[config.mk]
export PLATFORM = sky130hd
export DESIGN_NAME = cs_address_sequencer
export DESIGN_NICKNAME = d
export VERILOG_FILES = /design/src/rtl/cs_address_sequencer.sv
export SDC_FILE = /design/constraint.sdc
export NUM_CORES = 1
export LEC_CHECK = 0
export CAP_MARGIN = 10
export CORE_MARGIN = 2
export CORE_UTILIZATION = 29
export DETAILED_ROUTE_END_ITERATION = 10
export MAX_ROUTING_LAYER = met4
export PLACE_DENSITY_LB_ADDON = 0.2
export SETUP_SLACK_MARGIN = 0.1
export SYNTH_ARGS = -nofsm -noshare
export SYNTH_HDL_FRONTEND = slang
export SYNTH_SLANG_ARGS = --single-unit
[constraint.sdc]
create_clock -name CLK -period 2.1 [get_ports CLK]
set_input_delay 0.63 -clock CLK [delete_from_list [all_inputs] [get_ports CLK]]
set_output_delay 0.63 -clock CLK [all_outputs]
set_load 0.05 [all_outputs]
[src/rtl/cs_address_sequencer.sv]
// Control-store address sequencer: LOAD/EXEC/MEMWAIT microsequencer.
// Optional single-step gating via SEQ_STEP_EN (adds STEP input).
module cs_address_sequencer #(
   parameter int DATAWIDTH_BUS_ADDRESS = 11,
   parameter int DATAWIDTH_BUS_WORD    = 41,
   parameter int DATAWIDTH_IR          = 32
) (
   input  logic                             CLK,
   input  logic                             RESET_InHigh,
   input  logic [DATAWIDTH_BUS_WORD-1:0]    MIR_WORD,
   input  logic [DATAWIDTH_IR-1:0]          IR,
   input  logic                             PSR_N,
   input  logic                             PSR_Z,
   input  logic                             PSR_V,
   input  logic                             PSR_C,
   input  logic                             MEM_ACK,
`ifdef SEQ_STEP_EN
   input  logic                             STEP,
`endif
   output logic [DATAWIDTH_BUS_ADDRESS-1:0] ADDRESS,
   output logic                             EXEC_Valid
);

   localparam int AW = DATAWIDTH_BUS_ADDRESS;

   typedef enum logic [1:0] {
      LOAD    = 2'd0,
      EXEC    = 2'd1,
      MEMWAIT = 2'd2
   } state_t;

   state_t        state_q;
   state_t        state_d;
   logic [AW-1:0] csar_q;
   logic [AW-1:0] csar_d;

   logic [AW-1:0] addr_f;
   logic [2:0]    cond_f;
   logic          rd_f;
   logic          wr_f;
   logic          mem_req;
   logic          step;
   logic [10:0]   dec11;
   logic [AW-1:0] dec_addr;
   logic [AW-1:0] inc_addr;
   logic [AW-1:0] next_addr;
   logic          unused_w;

   assign addr_f  = MIR_WORD[AW-1:0];
   assign cond_f  = MIR_WORD[13:11];
   assign rd_f    = MIR_WORD[19];
   assign wr_f    = MIR_WORD[18];
   assign mem_req = rd_f | wr_f;

`ifdef SEQ_STEP_EN
   assign step = STEP;
`else
   assign step = 1'b1;
`endif

   // Opcode dispatch: op in [31:30], op3 in [24:19], 4-word slots
   assign dec11    = {1'b1, IR[31:30], IR[24:19], 2'b00};
   assign dec_addr = AW'(dec11);
   assign inc_addr = csar_q + AW'(1);

   assign unused_w = ^{MIR_WORD[DATAWIDTH_BUS_WORD-1:20],
                       MIR_WORD[17:14],
                       IR[29:25], IR[18:14], IR[12:0]};

   always_comb begin
      next_addr = inc_addr;
      unique case (cond_f)
         3'b000: next_addr = inc_addr;
         3'b001: next_addr = PSR_N ? addr_f : inc_addr;
         3'b010: next_addr = PSR_Z ? addr_f : inc_addr;
         3'b011: next_addr = PSR_V ? addr_f : inc_addr;
         3'b100: next_addr = PSR_C ? addr_f : inc_addr;
         3'b101: next_addr = IR[13] ? addr_f : inc_addr;
         3'b110: next_addr = addr_f;
         3'b111: next_addr = dec_addr;
         default: next_addr = inc_addr;
      endcase
   end

   always_comb begin
      state_d    = state_q;
      csar_d     = csar_q;
      EXEC_Valid = 1'b0;
      unique case (state_q)
         LOAD: begin
            state_d = EXEC;
         end
         EXEC: begin
            // A pending memory access outranks the step gate
            if (mem_req && !MEM_ACK) begin
               state_d = MEMWAIT;
            end else if (step) begin
               csar_d     = next_addr;
               EXEC_Valid = 1'b1;
               state_d    = LOAD;
            end
         end
         MEMWAIT: begin
            if (MEM_ACK) begin
               csar_d     = next_addr;
               EXEC_Valid = 1'b1;
               state_d    = LOAD;
            end
         end
         default: begin
            state_d = LOAD;
         end
      endcase
   end

   always_ff @(posedge CLK or posedge RESET_InHigh) begin
      if (RESET_InHigh) begin
         state_q <= LOAD;
         csar_q  <= '0;
      end else begin
         state_q <= state_d;
         csar_q  <= csar_d;
      end
   end

   assign ADDRESS = csar_q;

endmodule

==> results of run 1 <==
==> metrics by stage <==
step / utilization (%) / power, mW
after CTS: 49.4 / 2.12
after global placement: 46.9 / 1.82
after floorplan: - / 1.32
final: 52.6 / 2.21
after detailed placement: 46.9 / 1.85
after global routing: 52.6 / 2.37
==> cells by family after synthesis <==
group           after synthesis  share of synthesized area (%)
compound gates               53                           34.0
flops                        13                           27.1
buf+inv                      10                           3.85
fa+ha+maj                     4                           4.17
simple gates                 65                           27.6
mux                           3                           3.33
==> cell type report <==
type,instances,share of cell area [%]
well taps,50,2.97
inverters,4,0.713
repair buffers,82,34.1
clock buffers,4,2.14
multi-input cells,125,44.6
flip-flops and latches,13,15.5
==> registers in the layout (all words and copies together) (netlist names) <==
signal   cells
ADDRESS     11
state_q      2
==> tightest hold or removal path, delay by kind of cell (launching register included) <==
kind | cells | cell delay, ps
AOI/OAI and AO/OA | 1 | 80
and+or+nand+nor | 1 | 70
DFF | 1 | 410
==> synthesized netlist by cell type (all sizes together), types with 2 or more instances <==
cell type / number
a21boi: 5
a21oi: 7
a221o: 3
a22o: 2
a22oi: 4
a31oi: 2
and3: 3
buf: 2
clkbuf: 4
dfrtp: 13
ha: 4
inv: 4
mux2: 2
nand2: 18
nand2b: 3
nand3: 13
nor2: 12
nor3: 3
nor3b: 2
nor4: 3
o211ai: 2
o21ai: 11
o22ai: 2
o31a: 2
or3: 2
==> timing repair <==
item / in CTS / in global routing
buffers inserted: 2 / 7
resized for setup: 18 / 23
endpoints found under the setup margin: 12 / 8
hold buffers: 0 / 0
pin swaps: 10 / 9
==> how the worst max path moves through the flow <==
stage / startpoint / end / slack (ps) / depth (start not counted)
finish: state_q[0] / EXEC_Valid / 80 / 6
CTS: state_q[1] / EXEC_Valid / 30 / 5
global placement: MIR_WORD[12] / ADDRESS[2] / -340 / 6
floorplan: MIR_WORD[13] / ADDRESS[2] / 150 / 6
global route: state_q[0] / EXEC_Valid / 5 / 6
detailed placement: MIR_WORD[12] / ADDRESS[5] / -390 / 7
==> power by group through the flow <==
stage / registers [mW] / clock network (mW) / logic, mW
floorplan: 0.807 / 0 / 0.515
global route: 0.539 / 0.250 / 1.58
detailed placement: 0.515 / 0 / 1.34
CTS: 0.514 / 0.234 / 1.37
finish: 0.517 / 0.226 / 1.47
global placement: 0.512 / 0 / 1.31
==> per-layer routing <==
| metal | vias up | track usage (%) |
|---|---|---|
| met5 | - | - |
| met4 | 0 | 6.00 |
| met3 | 2 | 1.64 |
| met2 | 39 | 30.8 |
| met1 | 653 | 22.3 |
| li1 | 728 | - |
==> flow_summary.json, run 1 <==
{
  "outcome": "finished, final reports clean",
  "cts_buffers": 3,
  "worst-endpoint-required_ps": 1470,
  "p_leak_nw": 0.906,
  "drv_slew": 0,
  "grt_usage_pct": 18.0,
  "finalSetupViolCount": 0,
  "hold_ws_ps": 598,
  "antenna_found_initial": 0,
  "start_util_pct": 30.0,
  "min_period_ps": 2020,
  "port_buffers": 43,
  "ys_seq_elements": 13,
  "async_flop_share_pct": 100,
  "grt_pass1_wl_um": 6230,
  "setup_tns_ps": 0,
  "layout_commonest_cell": "buf_4",
  "end_kind": "primary output",
  "num_vias": 1422,
  "rr_worst_depth": 9,
  "worstHoldEndpoint": "ADDRESS[9]",
  "r2r_setup_slack_ps": 200,
  "switchingPower_mw": 1.08,
  "fp.dieH_um": 68.4,
  "coreArea_um2": 4000,
  "syn-mean-instance-area_um2": 8.12,
  "ys_seq_area_share_pct": 27.1,
  "fmax_mhz": 494,
  "synth_top_cell_by_area": "dfrtp_1",
  "grt_max_degree": 17,
  "p_per_area_nw_per_um2": 1050,
  "pwr-share-comb_pct": 66.4,
  "slowest_stage": "dfrtp_1",
  "num_rows": 23,
  "maxSlewHeadroom_pct": 63.2,
  "detail_route.drc_violations": 0,
  "synth.area.top_cells": "dfrtp_1 27%, nand3_1 5.4%, nand2_1 5.0%",
  "cpLargestDelayFamily": "flip-flops",
  "drt.antenna.violating_nets": 0,
  "nNetsFinal": 313,
  "most-common-layout-cells": "46 x buf_4, 21 x clkdlybuf4s50_1, 16 x nand2_1",
  "synth-main-ff-cell": "dfrtp_1",
  "antenna_cells": 0,
  "h-tree-depth": 1,
  "ios": 92,
  "gp_congestion": 0.836,
  "fin_skew_ps": 6.31,
  "routed-wl-met2_um": 1950,
  "synth_top_area_share_pct": 27.1,
  "cp_max_fo": 4,
  "crit_arrival_ps": 1390,
  "rr_endpoint": "ADDRESS[3]",
  "top_layer": "met4",
  "finalWirelength_um": 3900,
  "synth_cell_type_count": 52,
  "syn_area_um2": 1200,
  "hold_path_depth": 2,
  "wl_per_cell_um": 14.0,
  "place_area_um2": 1870,
  "timing_worst_slew_pin_value_ps": 551,
  "final_area_um2": 2100,
  "yosysWarnings": 0,
  "fp.dieArea_um2": 4670,
  "firstDrtPassIters": 4,
  "fin_ws_ps": 75.3,
  "hp-class": "flip-flop to flip-flop",
  "nFillCells": 367,
  "final_cells": 278,
  "syn-num-nets": 232,
  "path_class": "flip-flop to primary output",
  "postSynthCellCount": 148,
  "min_from": "ADDRESS[9]",
  "cts.sinks": 13,
  "clkTransAtPathRegs_ps": 60,
  "post-route-period-util_pct": 96.4,
  "finalHoldViolations": 0,
  "pwr-share-clk_pct": 10.2,
  "r2r-start": "state_q[1]",
  "drt-initial-drc-count": 72,
  "clock_path_buffers": 2,
  "multiInputGateArea_um2": 938,
  "maxCapViolations": 0,
  "avgViaCountPerCell": 5.12,
  "cp_slowest_stage_delay_ps": 390,
  "cts_tree": "yes",
  "cts_root_buf": "clkbuf_8",
  "first_global_vias": 1367,
  "regArea_um2": 325,
  "p_seq_share_pct": 23.4,
  "drive_gt1_share_pct": 35.1,
  "p_sw_share_pct": 49.0,
  "rsz0062_at_grt": "yes",
  "dp_cells": 265,
  "wl_met1_um": 1730,
  "critPathBufInv": 3,
  "vdd_drop_max_mv": 0.302,
  "synth_edf_count": 0,
  "grt_overflow_total": 0,
  "internal-power_mw": 1.13,
  "dp_slack_ps": -393,
  "path_cells": "inv_2 > ha_4 > buf_6 > o21ai_4 > a21boi_2 > buf_12",
  "cp-start-kind": "flip-flop",
  "clk-insertion-delay-late_ps": 240,
  "area_growth_pct": 75.2,
  "dp_hpwl_um": 3050,
  "die_x_um": 68.4,
  "dr_wl_met3_um": 189
}
No activity file was read; power rests on OpenSTA's default activity.
==> run 2, diff against run 1 <==
Settings changed: CORE_MARGIN 2 to not set, DONT_BUFFER_PORTS set to 1.
==> flow_summary.json, run 2 (synthesis gave the netlist of run 1 again) <==
{
  "finalSetupViolCount": 0,
  "clock_path_buffers": 2,
  "crit_arrival_ps": 1380,
  "largest_register_ffs": 11,
  "setup_tns_ps": 0,
  "most-common-layout-cells": "22 x buf_4, 16 x nand2_1, 13 x dfrtp_1, 13 x nand3_1, 12 x nor2_1",
  "outcome": "finished, final reports clean",
  "antenna_found_initial": 0,
  "hold_ws_ps": 300,
  "die_x_um": 66.4,
  "cp-start-kind": "flip-flop",
  "firstDrtPassIters": 4,
  "ios": 92,
  "dp_cells": 213,
  "drt.antenna.violating_nets": 0,
  "wl_per_cell_um": 16.6,
  "clk-insertion-delay-late_ps": 240,
  "cts_tree": "yes",
  "min_period_ps": 2010,
  "num_rows": 23,
  "fp.dieH_um": 66.4,
  "fin_skew_ps": 1.64,
  "avgViaCountPerCell": 5.60,
  "gp_congestion": 0.813,
  "vdd_drop_max_mv": 0.324,
  "clkTransAtPathRegs_ps": 60,
  "start_util_pct": 30.0,
  "grt_pass1_wl_um": 5730,
  "antenna_cells": 0,
  "rsz0062_at_grt": "yes",
  "post-route-period-util_pct": 95.6,
  "num_vias": 1232,
  "drv_slew": 0,
  "detail_route.drc_violations": 0,
  "path_class": "flip-flop to primary output",
  "finalHoldViolations": 0,
  "hp-class": "primary input to async pin",
  "port_buffers": 0,
  "coreArea_um2": 4000,
  "first_global_vias": 1208,
  "drt-initial-drc-count": 50,
  "layout_commonest_cell": "buf_4",
  "p_per_area_nw_per_um2": 1330,
  "grt_overflow_total": 0,
  "grt_usage_pct": 17.7,
  "nNetsFinal": 255,
  "finalWirelength_um": 3640,
  "area_growth_pct": 27.6,
  "cp_max_fo": 4,
  "grt_max_degree": 18,
  "drive_gt1_share_pct": 25.9,
  "end_kind": "primary output",
  "totalPowerFinal_mw": 2.05,
  "cts_buffers": 3,
  "worst-endpoint-required_ps": 1470,
  "dp_hpwl_um": 2880,
  "h-tree-depth": 1,
  "cts.sinks": 13,
  "final_cells": 220,
  "maxSlewHeadroom_pct": 60.0,
  "fmax_mhz": 498,
  "timing_worst_slew_pin_value_ps": 599,
  "p_leak_nw": 0.609,
  "cts_root_buf": "clkbuf_8",
  "maxCapViolations": 0,
  "fp.dieArea_um2": 4400
}
run 2: changes by cell type in the layout (fill, tap and decap cells not counted), sizes merged:
cell	change
clkbuf	-1
clkdlybuf4s15	-2
clkdlybuf4s50	-21
buf	-27
dlymetal6s2s	-3
dlygate4sd2	-4
run 2: what timing repair did:
item / in CTS / in global routing
pin swaps: 3 / 1
hold buffers: 0 / 0
cloned: 0 / 0
gates resized for setup: 12 / 2
setup endpoints to repair: 7 / 8
buffers inserted: 2 / 1
run 2: cell type report:
type | count | area (um^2)
clock buffers | 4 | 45.0
flip-flops and latches | 13 | 325
repair buffers | 24 | 196
multi-input cells | 125 | 888
well taps | 50 | 62.6
inverters | 4 | 15.0
fillers | 429 | 2470
run 2: worst max-delay path, cell delays in order, from the launching register on:
cell and delay (ps):
dfrtp_1 410, inv_2 90, ha_4 150, buf_6 110, o21ai_4 50, a21boi_4 170
buf_12 150
run 2: metal layers:
| layer | vias to the layer above | track usage, % | routed length, um |
|---|---|---|---|
| li1 | 612 | - | - |
| met1 | 571 | 21.6 | 1640 |
| met2 | 44 | 29.8 | 1700 |
| met3 | 5 | 3.28 | 261 |
| met4 | 0 | 4.79 | 36 |
| met5 | - | - | 0 |
run 2: where the power goes:
group | leakage (nW) | internal [mW] | switching [mW]
clock | 0.0228 | 0.134 | 0.0983
sequential | 0.155 | 0.360 | 0.155
combinational | 0.431 | 0.513 | 0.786
total | 0.609 | 1.01 | 1.04
run 2: final timing paths:
kind	slack (ps)	start	cells after the start	endpoint
setup / recovery	90	state_q[0]	6	EXEC_Valid
hold / removal	300	RESET_InHigh	1	ADDRESS[6]
setup reg to reg	200	state_q[0]	10	ADDRESS[9]
hold reg to reg	600	ADDRESS[1]	2	ADDRESS[1]
max in group asynchronous	1460	RESET_InHigh	1	ADDRESS[7]
min in group CLK	450	MEM_ACK	1	state_q[1]
run 2: stage by stage:
stage	util [%]	setup slack [ps]	cell area, um^2
after floorplan	-	152	1200
after global placement	35.2	76.3	1410
after detailed placement	35.2	52.3	1410
after CTS	38.0	98.7	1520
after global routing	38.3	35.7	1530
final	38.3	92.5	1530
==> run 3, diff against run 2 <==
Settings changed: ABC_CLOCK_PERIOD_IN_PS set to 2100, SLEW_MARGIN set to 0.
==> results of run 3 <==
The final DEF is identical to that of run 2; final timing and power are the same.
